<file path="src/rtl/regfile_pkg.sv">
// -----------------------------------------------------------------------------
// regfile_pkg
//   Shared types and constants for the register-file writeback arbiter.
//   DATA_W / ADDR_W : default widths of write data and register address
//   REG_ZERO        : hard-wired zero register; writes to it are dropped
//   wb_entry_t      : one buffered writeback {v, addr, data}
//   src_hit()       : true when a live write targets a decode source register
// -----------------------------------------------------------------------------
package regfile_pkg;

  localparam int DATA_W = 32;
  localparam int ADDR_W = 5;

  localparam logic [ADDR_W-1:0] REG_ZERO = '0;

  typedef struct packed {
    logic              v;
    logic [ADDR_W-1:0] addr;
    logic [DATA_W-1:0] data;
  } wb_entry_t;

  // A write to REG_ZERO never produces a value, so it can never be a hazard,
  // even when decode is reading register 0.
  function automatic logic src_hit(input logic              v,
                                   input logic [ADDR_W-1:0] addr,
                                   input logic [ADDR_W-1:0] rd1,
                                   input logic [ADDR_W-1:0] rd2);
    return v && (addr != REG_ZERO) && ((addr == rd1) || (addr == rd2));
  endfunction

endpackage

</file>
<file path="src/rtl/wb_slot.sv">
// -----------------------------------------------------------------------------
// wb_slot
//   One-entry writeback holding buffer with a valid/ready input handshake.
//   The entry is drained when the arbiter grants it; a new request may be
//   accepted on the same edge the current entry drains (full throughput).
//   Ports:
//     clk, rst   clock, synchronous active-low reset
//     in_valid   request from the writeback source
//     in_addr    destination register of the request
//     in_data    write data of the request
//     drain      arbiter grant: entry leaves on this edge
//     ready      request is accepted this cycle when in_valid && ready
//     load       accept happening on this edge (in_valid && ready)
//     entry      current buffered entry
// -----------------------------------------------------------------------------
module wb_slot
  import regfile_pkg::*;
(
  input  logic              clk,
  input  logic              rst,
  input  logic              in_valid,
  input  logic [ADDR_W-1:0] in_addr,
  input  logic [DATA_W-1:0] in_data,
  input  logic              drain,
  output logic              ready,
  output logic              load,
  output wb_entry_t         entry
);

  wb_entry_t ent_q, ent_d;

  always_comb begin
    // Nothing is accepted while reset is held.
    ready = rst && (!ent_q.v || drain);
    load  = in_valid && ready;
    ent_d = ent_q;
    if (load) begin
      // A load on a draining edge simply replaces the leaving entry.
      ent_d.v    = 1'b1;
      ent_d.addr = in_addr;
      ent_d.data = in_data;
    end else if (drain) begin
      ent_d.v = 1'b0;
    end
  end

  always_ff @(posedge clk) begin
    if (!rst) ent_q <= '0;
    else      ent_q <= ent_d;
  end

  assign entry = ent_q;

endmodule

</file>
<file path="src/rtl/regfile_wb_arbiter.sv">
// -----------------------------------------------------------------------------
// regfile_wb_arbiter
//   Shares the single register-file write port between the ALU (wb0) and the
//   memory/load path (wb1). Each source has a one-entry buffer (wb_slot);
//   buffered writes drain oldest-first so same-register writes commit in
//   program order. Also flags a decode read hazard while a write to a decode
//   source register is buffered or on the write port.
//   Ports:
//     clk, rst               clock, synchronous active-low reset
//     wb0_valid/ready/addr/data   ALU writeback handshake
//     wb1_valid/ready/addr/data   memory writeback handshake
//     ReadReg1, ReadReg2     decode-stage source registers
//     regWrite, WriteReg, writeData   registered register-file write port
//     hazard                 combinational read hazard to decode
// -----------------------------------------------------------------------------
module regfile_wb_arbiter
  import regfile_pkg::*;
#(
  parameter int DATA_W = regfile_pkg::DATA_W,
  parameter int ADDR_W = regfile_pkg::ADDR_W
) (
  input  logic              clk,
  input  logic              rst,
  input  logic              wb0_valid,
  output logic              wb0_ready,
  input  logic [ADDR_W-1:0] wb0_addr,
  input  logic [DATA_W-1:0] wb0_data,
  input  logic              wb1_valid,
  output logic              wb1_ready,
  input  logic [ADDR_W-1:0] wb1_addr,
  input  logic [DATA_W-1:0] wb1_data,
  input  logic [ADDR_W-1:0] ReadReg1,
  input  logic [ADDR_W-1:0] ReadReg2,
  output logic              regWrite,
  output logic [ADDR_W-1:0] WriteReg,
  output logic [DATA_W-1:0] writeData,
  output logic              hazard
);

  wb_entry_t buf0, buf1, gnt_e;
  logic      load0, load1;
  logic      grant0, grant1;

  logic              old1_q, old1_d;
  logic              regwrite_q, regwrite_d;
  logic [ADDR_W-1:0] write_reg_q, write_reg_d;
  logic [DATA_W-1:0] write_data_q, write_data_d;

  // ---------------------------------------------------------------------------
  // Per-source holding buffers
  // ---------------------------------------------------------------------------
  wb_slot u_slot0 (
    .clk      (clk),
    .rst      (rst),
    .in_valid (wb0_valid),
    .in_addr  (wb0_addr),
    .in_data  (wb0_data),
    .drain    (grant0),
    .ready    (wb0_ready),
    .load     (load0),
    .entry    (buf0)
  );

  wb_slot u_slot1 (
    .clk      (clk),
    .rst      (rst),
    .in_valid (wb1_valid),
    .in_addr  (wb1_addr),
    .in_data  (wb1_data),
    .drain    (grant1),
    .ready    (wb1_ready),
    .load     (load1),
    .entry    (buf1)
  );

  // ---------------------------------------------------------------------------
  // Grant: a lone valid buffer always wins; with both valid the older wins.
  // Because one buffer drains every cycle both are valid, the loser waits at
  // most one cycle.
  // ---------------------------------------------------------------------------
  always_comb begin
    grant0 = buf0.v && (!buf1.v || !old1_q);
    grant1 = buf1.v && (!buf0.v ||  old1_q);
    gnt_e  = grant1 ? buf1 : buf0;
  end

  // ---------------------------------------------------------------------------
  // Age flag: old1 means buf1 holds the older of the two entries.
  //  - both loaded together: the load came out of the longer pipe, so it is
  //    the older instruction -> buf1 older.
  //  - one buffer reloads while the other one stays put: the entry that stays
  //    is the older one.
  //  - a load into an otherwise empty pair leaves only one valid entry, so
  //    the flag value does not matter until the other side loads.
  // ---------------------------------------------------------------------------
  always_comb begin
    old1_d = old1_q;
    if (load0 && load1)                    old1_d = 1'b1;
    else if (load1 && buf0.v && !grant0)   old1_d = 1'b0;
    else if (load0 && buf1.v && !grant1)   old1_d = 1'b1;
  end

  // ---------------------------------------------------------------------------
  // Write port register. A write to REG_ZERO is consumed from its buffer but
  // never raises regWrite. With no grant the address/data hold their values.
  // ---------------------------------------------------------------------------
  always_comb begin
    regwrite_d   = 1'b0;
    write_reg_d  = write_reg_q;
    write_data_d = write_data_q;
    if (grant0 || grant1) begin
      regwrite_d   = (gnt_e.addr != REG_ZERO);
      write_reg_d  = gnt_e.addr;
      write_data_d = gnt_e.data;
    end
  end

  always_ff @(posedge clk) begin
    if (!rst) begin
      old1_q       <= 1'b0;
      regwrite_q   <= 1'b0;
      write_reg_q  <= '0;
      write_data_q <= '0;
    end else begin
      old1_q       <= old1_d;
      regwrite_q   <= regwrite_d;
      write_reg_q  <= write_reg_d;
      write_data_q <= write_data_d;
    end
  end

  assign regWrite  = regwrite_q;
  assign WriteReg  = write_reg_q;
  assign writeData = write_data_q;

  // ---------------------------------------------------------------------------
  // Read hazard: any buffered write, or the write on the port this cycle (the
  // register file only commits it at the end of the cycle), that targets a
  // decode source register.
  // ---------------------------------------------------------------------------
  always_comb begin
    hazard = rst && (src_hit(buf0.v, buf0.addr, ReadReg1, ReadReg2) ||
                     src_hit(buf1.v, buf1.addr, ReadReg1, ReadReg2) ||
                     src_hit(regwrite_q, write_reg_q, ReadReg1, ReadReg2));
  end

endmodule

</file>
<file path="config.mk">
export PLATFORM = sky130hd
export DESIGN_NAME = regfile_wb_arbiter
export DESIGN_NICKNAME = d
export VERILOG_FILES = /design/src/rtl/regfile_pkg.sv /design/src/rtl/wb_slot.sv /design/src/rtl/regfile_wb_arbiter.sv
export SDC_FILE = /design/constraint.sdc
export NUM_CORES = 1
export LEC_CHECK = 0
export CAP_MARGIN = 20
export CORE_ASPECT_RATIO = 1.75
export CORE_MARGIN = 3
export CORE_UTILIZATION = 40
export DETAILED_ROUTE_END_ITERATION = 8
export PLACE_DENSITY = 0.75
export SYNTH_ARGS = -nofsm -noshare
export SYNTH_HDL_FRONTEND = slang
export SYNTH_SLANG_ARGS = --single-unit
</file>
<file path="constraint.sdc">
create_clock -name clk -period 1.5 [get_ports clk]
set_clock_uncertainty 0.15 [all_clocks]
set_input_delay 0.225 -clock clk [delete_from_list [all_inputs] [get_ports clk]]
set_output_delay 0.225 -clock clk [all_outputs]
set_load 0.01 [all_outputs]
</file>
==> flow_metrics.tcl <==
set metrics [dict create \
    r2r_cells 8 \
    viasPerCell 5.94 \
    antenna_left 0 \
    yosys_warnings 0 \
    die_h_microns 151 \
    dpl_worst_slack_ps -1030 \
    hp-class "in2reg" \
    slowest_delay_ps 330 \
    antenna_found_initial 0 \
    wirelength_mm 22.9 \
    drc 0 \
    fin_nets 857 \
    clockRootBuffer "clkbuf_16" \
    min_to "old1_q" \
    r2r_end "writeData[3]" \
    final.min_clock_period_ps 2370 \
    path_max_fanout 2 \
    start_util 0.412 \
    crit_family "simple AND/OR/NAND/NOR gates" \
    irDropWorstVdd_mv 1.12 \
    clock-sinks 115 \
    period_share 1.58 \
    io-pin-count 129 \
    drive_gt1_frac 0.400 \
    run_status "finished with violations" \
    htreeDepth 4 \
    fin_tns_setup_ps -22990 \
    synth.avg_cell_area_sq_um 8.56 \
    final-max-slew-violation-count 0 \
    max_freq_mhz 422 \
    rsz0062_at_grt "true" \
    start_kind "flip-flop" \
    routedWlPerCell_microns 25.0 \
    ys_seq_area_frac 0.480 \
    rows 52 \
    grt_pass1_wl_mm 28.9 \
    min_path_cells 3 \
    cts_tree "yes" \
    ys_types 32 \
    violations "setup timing" \
    area_growth_pct 86.3 \
    crit_path_top_delay_cell "dfxtp_2" \
    syn-num-nets 649 \
    drt-initial-drc-count 340 \
    core_area_sq_mm 0.0116 \
    gp_congestion 0.942 \
    ys.flop_type "dfxtp_1" \
    leakagePower_nw 4.45 \
    syn_area_sq_mm 0.00480 \
    cp.required_ps 1120 \
    total_power_mw 9.53 \
    fin_ws_ps -869 \
    power.density_mw_per_mm2 1070 \
    port_buffers 128 \
    worst-path-buf-inv 2 \
    synth-async-reset-ratio 0 \
    worst-setup-path-type "reg2out" \
    setup_viol 117 \
    numCtsBuffers 17 \
    cts.clk_slew.worst_paths_ps 60 \
    grt_overflow 0 \
    grt_use_total 0.293 \
    cts.path.max_buffers 2 \
    arrival_ps 1990 \
    crit_chain "buf_4, xnor2_1, nand3_1, nor3_2, o2111ai_2, o311ai_2, buf_2" \
    rr_startpoint "u_slot1.entry[37]" \
    die_area_sq_mm 0.0134 \
    finalHoldViolations 0 \
    fin_util 0.768 \
    insertion_delay_ps 430 \
    crit_path_end_kind "primary output" \
    first_pass_iters 7 \
    dr_total_vias 5448 \
    netlist_instances 561 \
    synth_seq_cells 115 \
    worst-slew-pin-transition_ps 532 \
    dpl.hpwl_mm 9.61 \
    r2r_setup_slack_ps -290 \
    synth_edf_count 0 \
    die_w_microns 88.8 \
    fillers 685 \
    slew_headroom 0.646 \
    grt_pass1_vias 5491 \
    diodes 0 \
    hold_start "rst" \
    maxCapViolations 0 \
    grt_max_degree 95 \
]
==> flip-flops by register name (all words and copies together), names as in the netlist <==
signal,flops
WriteReg,5
old1_q,1
regWrite,1
u_slot0.entry,38
u_slot1.entry,38
writeData,32
==> per-stage QoR <==
stage	hold slack, ps	instances	area, sq um
floorplan	174	561	4820
global placement	288	830	6540
detailed placement	291	830	6540
CTS	118	906	8150
global route	133	917	8940
finish	141	917	8940
==> worst min-delay path: stages <==
cell and delay (ps):
buf_4 160, buf_4 160, o221a_2 120
==> repair_timing <==
item | CTS | global route
endpoints found under the hold margin | 1 | 0
cloned | 15 | 12
pin swaps | 95 | 76
resized for setup | 181 | 197
hold buffers | 1 | 0
setup endpoints to repair | 116 | 122
buffers inserted | 29 | 9
==> cell families (layout without fill, tap and decap cells) <==
family | after synthesis | after routing | share of synthesized area
compound gates | 86 | 86 | 0.135
xor+xnor | 30 | 30 | 0.0547
buf+inv | 43 | 264 | 0.0409
flops | 115 | 115 | 0.480
mux | 37 | 37 | 0.0772
simple gates | 250 | 250 | 0.213
==> where the power goes <==
| part | total [mW] | switching (mW) | leakage, nW | internal, mW |
|---|---|---|---|---|
| combinational | 2.14 | 1.02 | 3.21 | 1.12 |
| clock | 3.87 | 1.48 | 0.271 | 2.39 |
| sequential | 3.52 | 0.220 | 0.960 | 3.30 |
| total | 9.53 | 2.72 | 4.45 | 6.81 |
==> layout by cell type (no fill, tap or decap), types with 30 or more instances in the layout <==
cell type        netlist  routed
nand2_2                1      31
nand2_1              191     130
nand2_4                0      30
buf_4                  2      35
buf_6                  2      31
dfxtp_1              115      96
mux2i_1               37      33
nand3_2                0      31
o211a_1               37      37
dlygate4sd2_1          0      32
clkdlybuf4s50_1        0      83
==> synth_stat cells, types with 3 or more instances <==
master | instances | area (sq um)
nand2_1 | 191 | 717
nor2_1 | 3 | 11.3
buf_1 | 5 | 18.8
mux2i_1 | 37 | 370
o21ai_0 | 30 | 150
clkbuf_1 | 21 | 78.8
nor3_1 | 5 | 25.0
dfxtp_1 | 115 | 2300
xor2_1 | 9 | 78.8
xnor2_1 | 21 | 184
nand3_1 | 43 | 215
buf_2 | 10 | 50.1
o211a_1 | 37 | 370
o21ai_1 | 8 | 40.0
==> metal layers <==
layer | part of all wire | track usage | vias up
met5 | 0 | 0 | -
met4 | 0.093 | 0.197 | 0
met3 | 0.080 | 0.0871 | 171
met2 | 0.52 | 0.516 | 363
met1 | 0.31 | 0.285 | 2588
li1 | - | - | 2326
==> how the worst max path moves through the flow <==
stage                     slack, ps      to               from  cells past startpoint
after floorplan                 -70  hazard        WriteReg[0]                      3
after global placement         -990  hazard        ReadReg2[0]                      7
after detailed placement      -1030  hazard        ReadReg2[3]                      8
after CTS                      -650  hazard        WriteReg[1]                      4
after global routing           -930  hazard  u_slot0.entry[34]                      7
final                          -870  hazard  u_slot0.entry[34]                      7
==> area by class of cell <==
cell class	count	area, sq um	area share
Timing Repair Buffer	229	2680	0.299
Tap cell	135	169	0.0189
Sequential cell	115	2350	0.262
Clock inverter	10	82.6	0.00924
Inverter	3	11.3	0.00126
Multi-Input combinational cell	403	3180	0.356
Clock buffer	22	474	0.0530
(Power assumes the default switching activity.)
